$ cat config.mk
export PLATFORM = sky130hd
export DESIGN_NAME = uart_frame_parser
export DESIGN_NICKNAME = d
export VERILOG_FILES = /design/src/rtl/uart_frame_pkg.sv /design/src/rtl/uart_frame_buf.sv /design/src/rtl/uart_frame_parser.sv
export SDC_FILE = /design/constraint.sdc
export NUM_CORES = 1
export LEC_CHECK = 0
export BUFFER_PORTS_ARGS = -buffer_cell sky130_fd_sc_hd__buf_4
export CORE_MARGIN = 4
export CORE_UTILIZATION = 45
export DETAILED_ROUTE_END_ITERATION = 12
export GPL_TIMING_DRIVEN = 0
export HOLD_SLACK_MARGIN = 0.03
export PLACE_DENSITY = 0.64
export SKIP_LAST_GASP = 1
export SYNTH_ARGS = -nofsm -noshare
export SYNTH_HDL_FRONTEND = slang
export SYNTH_SLANG_ARGS = --single-unit
$ cat constraint.sdc
create_clock -name Clk -period 3.1 [get_ports Clk]
set_input_delay 0.62 -clock Clk [delete_from_list [all_inputs] [get_ports Clk]]
set_output_delay 0.62 -clock Clk [all_outputs]
set_load 0.01 [all_outputs]
$ cat src/rtl/uart_frame_pkg.sv
// Shared types and constants for the UART frame parser.
package uart_frame_pkg;

  typedef enum logic [2:0] {
    ST_IDLE,
    ST_LEN,
    ST_PAYLOAD,
    ST_CHK,
    ST_HOLD
  } state_t;

  localparam logic [7:0]  DEFAULT_HEADER = 8'hAA;
  localparam int unsigned LEN_W          = 8;

  function automatic int unsigned addr_w(input int unsigned n);
    return (n < 2) ? 1 : $clog2(n);
  endfunction

endpackage

$ cat src/rtl/uart_frame_buf.sv
// Payload buffer: one write port, registered read that returns zero past the held length.
module uart_frame_buf
  import uart_frame_pkg::*;
#(
  parameter int unsigned MAX_LEN = 16,
  localparam int unsigned AW     = addr_w(MAX_LEN)
) (
  input  logic             Clk,
  input  logic             Reset,
  input  logic             i_we,
  input  logic [AW-1:0]    i_waddr,
  input  logic [7:0]       i_wdata,
  input  logic [AW-1:0]    i_raddr,
  input  logic [LEN_W-1:0] i_len,
  output logic [7:0]       o_rdata
);

  logic [7:0] r_mem [MAX_LEN];
  logic [7:0] r_rdata;

  always_ff @(posedge Clk) begin
    if (i_we) r_mem[i_waddr] <= i_wdata;
  end

  always_ff @(posedge Clk) begin
    if (Reset)                         r_rdata <= '0;
    else if (LEN_W'(i_raddr) < i_len)  r_rdata <= r_mem[i_raddr];
    else                               r_rdata <= '0;
  end

  assign o_rdata = r_rdata;

endmodule

$ cat src/rtl/uart_frame_parser.sv
// Frame decoder HEADER, LEN, payload, CHK with held-payload readout.
// Optional inter-byte timeout enabled by defining FRAME_TIMEOUT_EN.
module uart_frame_parser
  import uart_frame_pkg::*;
#(
  parameter int unsigned MAX_LEN     = 16,
  parameter logic [7:0]  HEADER      = DEFAULT_HEADER,
  parameter int unsigned TIMEOUT_CYC = 104160
) (
  input  logic                       Clk,
  input  logic                       Reset,
  input  logic [7:0]                 Rx_data,
  input  logic                       Rx_valid,
  output logic                       Frame_valid,
  output logic [7:0]                 Frame_len,
  input  logic [addr_w(MAX_LEN)-1:0] Rd_addr,
  output logic [7:0]                 Rd_data,
  input  logic                       Frame_ack,
  output logic                       Err_len,
  output logic                       Err_chk,
  output logic                       Overrun,
  output logic                       Err_timeout
);

  localparam int unsigned AW      = addr_w(MAX_LEN);
  localparam logic [7:0]  LEN_MAX = 8'(MAX_LEN);

  state_t     r_state, w_next;
  logic       r_rv_d;
  logic       w_stb;
  logic [7:0] r_len, r_sum, r_idx;
  logic       w_len_ok, w_we, w_chk_ok, w_err_len, w_err_chk, w_overrun, w_timeout;
  logic       r_frame_valid, r_err_len, r_err_chk, r_overrun, r_err_to;
  logic [7:0] r_frame_len;

  // rv_d resets high so a level already asserted at reset release is not a byte
  assign w_stb    = Rx_valid & ~r_rv_d;
  assign w_len_ok = (Rx_data != 8'h00) && (Rx_data <= LEN_MAX);

`ifdef FRAME_TIMEOUT_EN
  localparam int unsigned GW      = $clog2(TIMEOUT_CYC);
  localparam logic [GW-1:0] GAP_MAX = GW'(TIMEOUT_CYC - 1);

  logic [GW-1:0] r_gap;
  logic          w_active;

  assign w_active  = (r_state == ST_LEN) || (r_state == ST_PAYLOAD) || (r_state == ST_CHK);
  assign w_timeout = w_active && !w_stb && (r_gap == GAP_MAX);

  always_ff @(posedge Clk) begin
    if (Reset || w_stb || !w_active || w_timeout) r_gap <= '0;
    else                                          r_gap <= r_gap + GW'(1);
  end
`else
  assign w_timeout = 1'b0;
`endif

  always_ff @(posedge Clk) begin
    if (Reset) begin
      r_state <= ST_IDLE;
      r_rv_d  <= 1'b1;
      r_len   <= '0;
      r_sum   <= '0;
      r_idx   <= '0;
    end else begin
      r_state <= w_next;
      r_rv_d  <= Rx_valid;
      if (w_stb && r_state == ST_LEN && w_len_ok) begin
        r_len <= Rx_data;
        r_sum <= Rx_data;
        r_idx <= '0;
      end else if (w_we) begin
        r_sum <= r_sum + Rx_data;
        r_idx <= r_idx + 8'd1;
      end
    end
  end

  always_comb begin
    w_next = r_state;
    case (r_state)
      ST_IDLE:    if (w_stb && Rx_data == HEADER)          w_next = ST_LEN;
      ST_LEN:     if (w_stb)                               w_next = w_len_ok ? ST_PAYLOAD : ST_IDLE;
      ST_PAYLOAD: if (w_stb && r_idx == r_len - 8'd1)      w_next = ST_CHK;
      ST_CHK:     if (w_stb)                               w_next = (Rx_data == r_sum) ? ST_HOLD : ST_IDLE;
      ST_HOLD:    if (Frame_ack)                           w_next = ST_IDLE;
      default:                                             w_next = ST_IDLE;
    endcase
    if (w_timeout) w_next = ST_IDLE;
  end

  always_comb begin
    w_we      = w_stb && (r_state == ST_PAYLOAD);
    w_err_len = w_stb && (r_state == ST_LEN) && !w_len_ok;
    w_chk_ok  = w_stb && (r_state == ST_CHK) && (Rx_data == r_sum);
    w_err_chk = w_stb && (r_state == ST_CHK) && (Rx_data != r_sum);
    w_overrun = w_stb && (r_state == ST_HOLD);
  end

  always_ff @(posedge Clk) begin
    if (Reset) begin
      r_frame_valid <= 1'b0;
      r_frame_len   <= '0;
      r_err_len     <= 1'b0;
      r_err_chk     <= 1'b0;
      r_overrun     <= 1'b0;
      r_err_to      <= 1'b0;
    end else begin
      r_err_len <= w_err_len;
      r_err_chk <= w_err_chk;
      r_overrun <= w_overrun;
      r_err_to  <= w_timeout;
      if (w_chk_ok) begin
        r_frame_valid <= 1'b1;
        r_frame_len   <= r_len;
      end else if (r_state == ST_HOLD && Frame_ack) begin
        r_frame_valid <= 1'b0;
        r_frame_len   <= '0;
      end
    end
  end

  uart_frame_buf #(
    .MAX_LEN(MAX_LEN)
  ) u_buf (
    .Clk     (Clk),
    .Reset   (Reset),
    .i_we    (w_we),
    .i_waddr (r_idx[AW-1:0]),
    .i_wdata (Rx_data),
    .i_raddr (Rd_addr),
    .i_len   (r_frame_len),
    .o_rdata (Rd_data)
  );

  assign Frame_valid = r_frame_valid;
  assign Frame_len   = r_frame_len;
  assign Err_len     = r_err_len;
  assign Err_chk     = r_err_chk;
  assign Overrun     = r_overrun;
  assign Err_timeout = r_err_to;

endmodule

==> impl_metrics.tcl, run 1 <==
set metrics [dict create \
    firstDrtPassIters 4 \
    worstHoldPathType "in2reg" \
    utilization_pct 54.1 \
    cp-start-kind "register" \
    dieArea_um2 18800 \
    met2_usage_pct 29.6 \
    rsz0062_at_grt "no" \
    synthFlopType "edfxtp_1" \
    reg2reg_depth 7 \
    status "completed" \
    diodes 0 \
    power_frac_clock_pct 46.6 \
    grt_use_met1_pct 26.1 \
    core_um2 16100 \
    avgSynthCellArea_um2 14.7 \
    yosysSeqAreaShare_pct 64.1 \
    grt_pass1_wl_um 25500 \
    crit_required_ns 3.23 \
    place_congestion 0.842 \
    insertion_delay_ns 0.43 \
    final_nets 598 \
    period_needed_ns 2.91 \
    worstHoldEndpoint "r_rv_d$_SDFF_PP1_" \
    clk_transition_reported_paths_ns 0.07 \
    r2r-end "u_buf.r_mem[1][4]$_DFFE_PP_" \
    hold_violations 0 \
    ir_drop_uv 440 \
    grt_pass1_vias 4408 \
    slew_viol_final 0 \
    path_max_fanout 10 \
    syn-cell-area_um2 7490 \
    synth_edf_count 128 \
    synth-async-reset-ratio_pct 0 \
    end_kind "register" \
    antenna_found_initial 0 \
    cts_sinks 176 \
    internal-power_uw 4130 \
    yosys_warnings 0 \
    finalWirelength_um 16500 \
    htreeDepth 4 \
    power.leakage_uw 0.00292 \
    setup_viol 0 \
    regToRegStartpoint "r_state[2]$_SDFFE_PP0P_" \
    comb_power_share_pct 4.3 \
    cts_tree "built" \
    post_drt_wl_per_cell_um 20.8 \
    rows 46 \
    yosysUniqueCellTypes 54 \
    dp_hpwl_um 11200 \
    netlist_instances 511 \
    grt_usage_pct 18.9 \
    initial_core_util_pct 46.5 \
    cts_root_buf "clkbuf_16" \
    fin_skew_ns 0.0104 \
    yosys_register_bits 176 \
    grt_overflow 0 \
    numCtsBuffers 17 \
    whs_path_depth 2 \
    ctsHoldBuffers 0 \
    antenna_left 0 \
    n_fill_cell 1322 \
    critPathArrivalTime_ns 3.05 \
    fin_crit_sh_pct 94.0 \
    maxSlewHeadroom_pct 21.4 \
    post_cts_buffers 0 \
    syn_nets 543 \
    finalSetupTns_ns 0 \
    maxCapViolations 0 \
    cts_resized 0 \
    die_w_um 137 \
    drive_gt1_share_pct 22.3 \
    drtIter0Drc 258 \
    pwr-share-seq_pct 49.0 \
    fmax_mhz 343 \
    worstSetupPathType "reg2reg" \
    boundaryPins 37 \
    drc 0 \
    area_delta_synth_final_pct 16.3 \
    switching_share_pct 19.8 \
    busiest_layer "met2" \
    worstMarginPinSlew_ns 1.17 \
    vias 4465 \
    cts_buffer_depth 2 \
    io_buffers 34 \
    met3_usage_pct 3.75 \
    die_h_um 137 \
    switching_power_uw 1020 \
    p_per_area_nw_per_um2 591 \
    min-delay-start "Rx_valid" \
    viasPerCell 5.62 \
    rrSetupSlack_ns 0.19 \
    grt_max_degree 23 \
]
-- through the flow --
stage          setup WS, ns  instances  instance area, µm²  power (µW)  hold slack [ns]
6_report              0.187        795                8710        5150            0.395
5_1_grt              0.0457        795                8710        5310            0.386
4_1_cts              0.0249        795                8710        5180            0.378
3_5_place_dp        -0.0601        763                8040        2800            0.447
3_3_place_gp         -0.248        761                8020        2800            0.446
2_1_floorplan         0.743        511                7490        2700            0.447
-- power by group through the flow --
stage	registers, µW	clock network (µW)	logic, µW
after floorplan	2580	0	124
after global placement	2580	0	219
after detailed placement	2580	0	226
after CTS	2530	2430	226
after global routing	2520	2540	241
final	2530	2400	222
-- layer usage --
metal	vias to the layer above	wire length, µm
li1	2060	-
met1	2271	7390
met2	107	8100
met3	27	628
met4	0	372
met5	-	0
-- cell usage after synthesis (all sizes together) (12+ instances only) --
cell type	count	share of area (%)
inv	13	0.65
dfxtp	48	13
edfxtp	128	51
nor2	33	1.7
a21oi	24	1.6
buf	13	1.2
clkbuf	12	0.60
nor3	13	0.94
ha	15	2.5
nand3	24	1.6
mux4	40	12
nand2	33	1.7
xnor2	14	1.6
-- logic make-up after synthesis --
logic type | count (synthesis) | synth area share [%]
DFF | 176 | 64.1
and+or+nand+nor | 149 | 10.5
AOI/OAI and AO/OA | 60 | 4.99
buffers and inverters | 46 | 2.82
muxes | 40 | 12.0
xor gates and xnor gates | 23 | 2.69
adders and majority gates | 16 | 2.77
other | 1 | 0.0501
-- state kept, by name, summed over array words and instances (netlist names), 3 cells and up --
signal,flops
r_len,8
r_idx,8
u_buf.o_rdata,8
u_buf.r_mem,128
Frame_len,8
r_state,3
r_sum,8
-- critical path, stage by stage (launching register included) --
cell and delay [ns]:
dfxtp_1 0.30, clkbuf_1 0.17, or3b_1 0.49, nor2_2 0.27
buf_2 0.30, nand2_1 0.17, nor3_1 0.61, buf_4 0.29
-- placed cells by master (no fill, tap or decap), types with 3 or more instances in the layout --
cell type,count
a211oi_1,9
a21o_1,5
a21oi_1,24
a31oi_1,6
and2_1,3
and3_1,4
buf_1,4
buf_2,4
buf_4,37
buf_6,4
bufinv_16,6
clkbuf_1,13
clkbuf_16,17
clkinv_1,8
clkinv_2,3
dfxtp_1,48
edfxtp_1,128
ha_1,15
inv_1,13
mux4_2,40
nand2_1,32
nand2b_1,6
nand3_1,24
nand4_1,4
nor2_1,32
nor3_1,10
nor3_2,3
nor4_1,3
nor4_2,3
o21ai_0,7
or3_1,7
xnor2_1,14
xor2_1,9
-- worst max path at each step --
stage                       startpoint  slack (ns)  depth (start not counted)                          end
2_1_floorplan                 Rx_valid        0.74                          6  u_buf.r_mem[0][0]$_DFFE_PP_
6_report       r_state[2]$_SDFFE_PP0P_        0.19                          7  u_buf.r_mem[1][4]$_DFFE_PP_
3_3_place_gp                  Rx_valid       -0.25                          7  u_buf.r_mem[0][4]$_DFFE_PP_
4_1_cts        r_state[2]$_SDFFE_PP0P_        0.02                          6  u_buf.r_mem[2][5]$_DFFE_PP_
5_1_grt        r_state[2]$_SDFFE_PP0P_        0.05                          7  u_buf.r_mem[1][4]$_DFFE_PP_
3_5_place_dp                  Rx_valid       -0.06                          7  u_buf.r_mem[2][3]$_DFFE_PP_
-- layout make-up --
| type | instances | area [µm²] | share of cell area, % |
|---|---|---|---|
| Tap cell | 216 | 270 | 3.10 |
| Multi-Input combinational cell | 289 | 2490 | 28.6 |
| Buffer | 25 | 133 | 1.52 |
| Clock inverter | 14 | 236 | 2.71 |
| Timing Repair Buffer | 36 | 270 | 3.10 |
| Inverter | 21 | 78.8 | 0.905 |
| Sequential cell | 176 | 4800 | 55.1 |
| Clock buffer | 18 | 429 | 4.92 |
(Power assumes the default switching activity.)
==> inputs of run 2 (changes only) <==
- CELL_PAD_IN_SITES_DETAIL_PLACEMENT: unset -> 2
- CELL_PAD_IN_SITES_GLOBAL_PLACEMENT: unset -> 2
- CORE_UTILIZATION: 45 -> 44
- PLACE_DENSITY: 0.64 -> 0.8
==> run 2 against run 1 <==
Compared with the run above: clock skew is 0.00080 ns higher; die area increased by 2.1%; fmax down 3.4%; utilization shrank 1.8 points; sequential power barely moved; critical path depth decreased by 1.
==> impl_metrics.tcl, run 2 (same netlist as run 1, synthesis figures left out) <==
set metrics [dict create \
    status "completed" \
    firstDrtPassIters 5 \
    setup_viol 0 \
    boundaryPins 37 \
    cts_tree "built" \
    drc 0 \
    hold_violations 0 \
    wl_met1_um 9640 \
    rsz0062_at_grt "yes" \
    grt_pass1_wl_um 35800 \
    antenna_found_initial 0 \
    post_cts_buffers 0 \
    multi_input_area_um2 2510 \
    mostFrequentLayoutCells "edfxtp_1, dfxtp_1, mux4_2, buf_4, nand2_1" \
    power.leakage_uw 0.00292 \
    initial_core_util_pct 45.0 \
    grt_pass1_vias 5447 \
    dp_hpwl_um 15900 \
    grt_usage_pct 25.3 \
    fin_skew_ns 0.0112 \
    rows 47 \
    die_w_um 138 \
    highest_layer "met4" \
    viasPerCell 5.99 \
    numCtsBuffers 17 \
    die_h_um 138 \
    drive_gt1_share_pct 22.5 \
    fin_crit_sh_pct 97.3 \
    core_um2 16600 \
    regArea_um2 4800 \
    place_congestion 0.795 \
    area_delta_synth_final_pct 16.0 \
    antenna_left 0 \
    final_nets 596 \
    cts_buffer_depth 2 \
    mostFrequentLayoutCell "edfxtp_1" \
    finalWirelength_um 23700 \
    vias 4774 \
    utilization_pct 52.2 \
    cp-start-kind "register" \
    n_fill_cell 1514 \
    io_buffers 34 \
    cts_root_buf "clkbuf_16" \
    insertion_delay_ns 0.43 \
    htreeDepth 4 \
    p_per_area_nw_per_um2 586 \
    largest_reg_flops 128 \
    grt_max_degree 23 \
    end_kind "register" \
    clk_transition_reported_paths_ns 0.07 \
    ir_drop_uv 406 \
    slew_viol_final 0 \
    power.total_uw 5100 \
    grt_overflow 0 \
    critPathArrivalTime_ns 3.07 \
    cts_sinks 176 \
    worstMarginPinSlew_ns 0.991 \
    worstHoldPathType "in2reg" \
    dr_wl_met3_um 1120 \
    crit_required_ns 3.15 \
    path_max_fanout 10 \
    regMostFlops "u_buf.r_mem" \
    worstSetupPathType "reg2reg" \
    holdWs_ns 0.399 \
    fmax_mhz 332 \
    dpl_cell_area_um2 8030 \
    drtIter0Drc 400 \
    maxCapViolations 0 \
    maxSlewHeadroom_pct 33.7 \
    post_drt_wl_per_cell_um 29.7 \
    period_needed_ns 3.02 \
    diodes 0 \
    final_cell_area_um2 8690 \
    met2_length_um 12000 \
    dieArea_um2 19200 \
]
[run 2: cell count changes in the layout (fill, tap and decap cells not counted), sizes merged]
cell / delta
inv: +1
clkinvlp: -2
clkbuf: +6
bufinv: -3
buf: -2
clkinv: -2
[run 2: metal layers]
metal / vias to the layer above / track usage [%]
met5: - / 0
met4: 0 / 12.1
met3: 58 / 4.28
met2: 173 / 42.3
met1: 2495 / 32.1
li1: 2048 / -
[run 2: layout make-up]
cell class / instances / share of cell area (%)
clock buffers: 24 / 5.92
plain buffers: 25 / 1.53
repair buffers: 34 / 2.94
clock inverters: 8 / 1.40
flip-flops and latches: 176 / 55.3
well taps: 220 / 3.17
multi-input cells: 289 / 28.9
inverters: 21 / 0.907
[run 2: path summary, 6_finish.rpt]
check                                              from                           to  slack (ns)  depth (start not counted)
worst min-delay path                           Rx_valid            r_rv_d$_SDFF_PP1_        0.40                          2
worst max register to register  r_state[2]$_SDFFE_PP0P_  u_buf.r_mem[6][7]$_DFFE_PP_        0.08                          6
worst max-delay path            r_state[2]$_SDFFE_PP0P_  u_buf.r_mem[6][7]$_DFFE_PP_        0.08                          6
worst min register to register    r_sum[5]$_SDFFE_PP0P_        r_sum[5]$_SDFFE_PP0P_        0.47                          2
[run 2: critical path, stage by stage, from the launching register on]
cell      delay [ns]
dfxtp_1         0.30
clkbuf_1        0.20
or3b_1          0.52
nor2_2          0.32
buf_2           0.33
nand2_1         0.24
nor2_1          0.72
[run 2: report_power, final]
group	internal [µW]	switching [µW]
Sequential	2520	1.91
Combinational	95.1	145
Clock	1410	920
Total	4030	1070
[run 2: through the flow]
| step | cells | setup TNS, ns | worst slack [ns] |
|---|---|---|---|
| final | 797 | 0 | 0.0844 |
| after global routing | 797 | -1.35 | -0.0454 |
| after CTS | 797 | 0 | 0.0128 |
| after detailed placement | 765 | -9.12 | -0.457 |
| after global placement | 765 | -4.43 | -0.221 |
| after floorplan | 511 | 0 | 0.743 |
[run 2: repair_timing]
action / CTS / global route
endpoints found under the setup margin: 24 / 49
gates resized for setup: 3 / 3
hold buffers: 0 / 0
gates cloned: 0 / 0
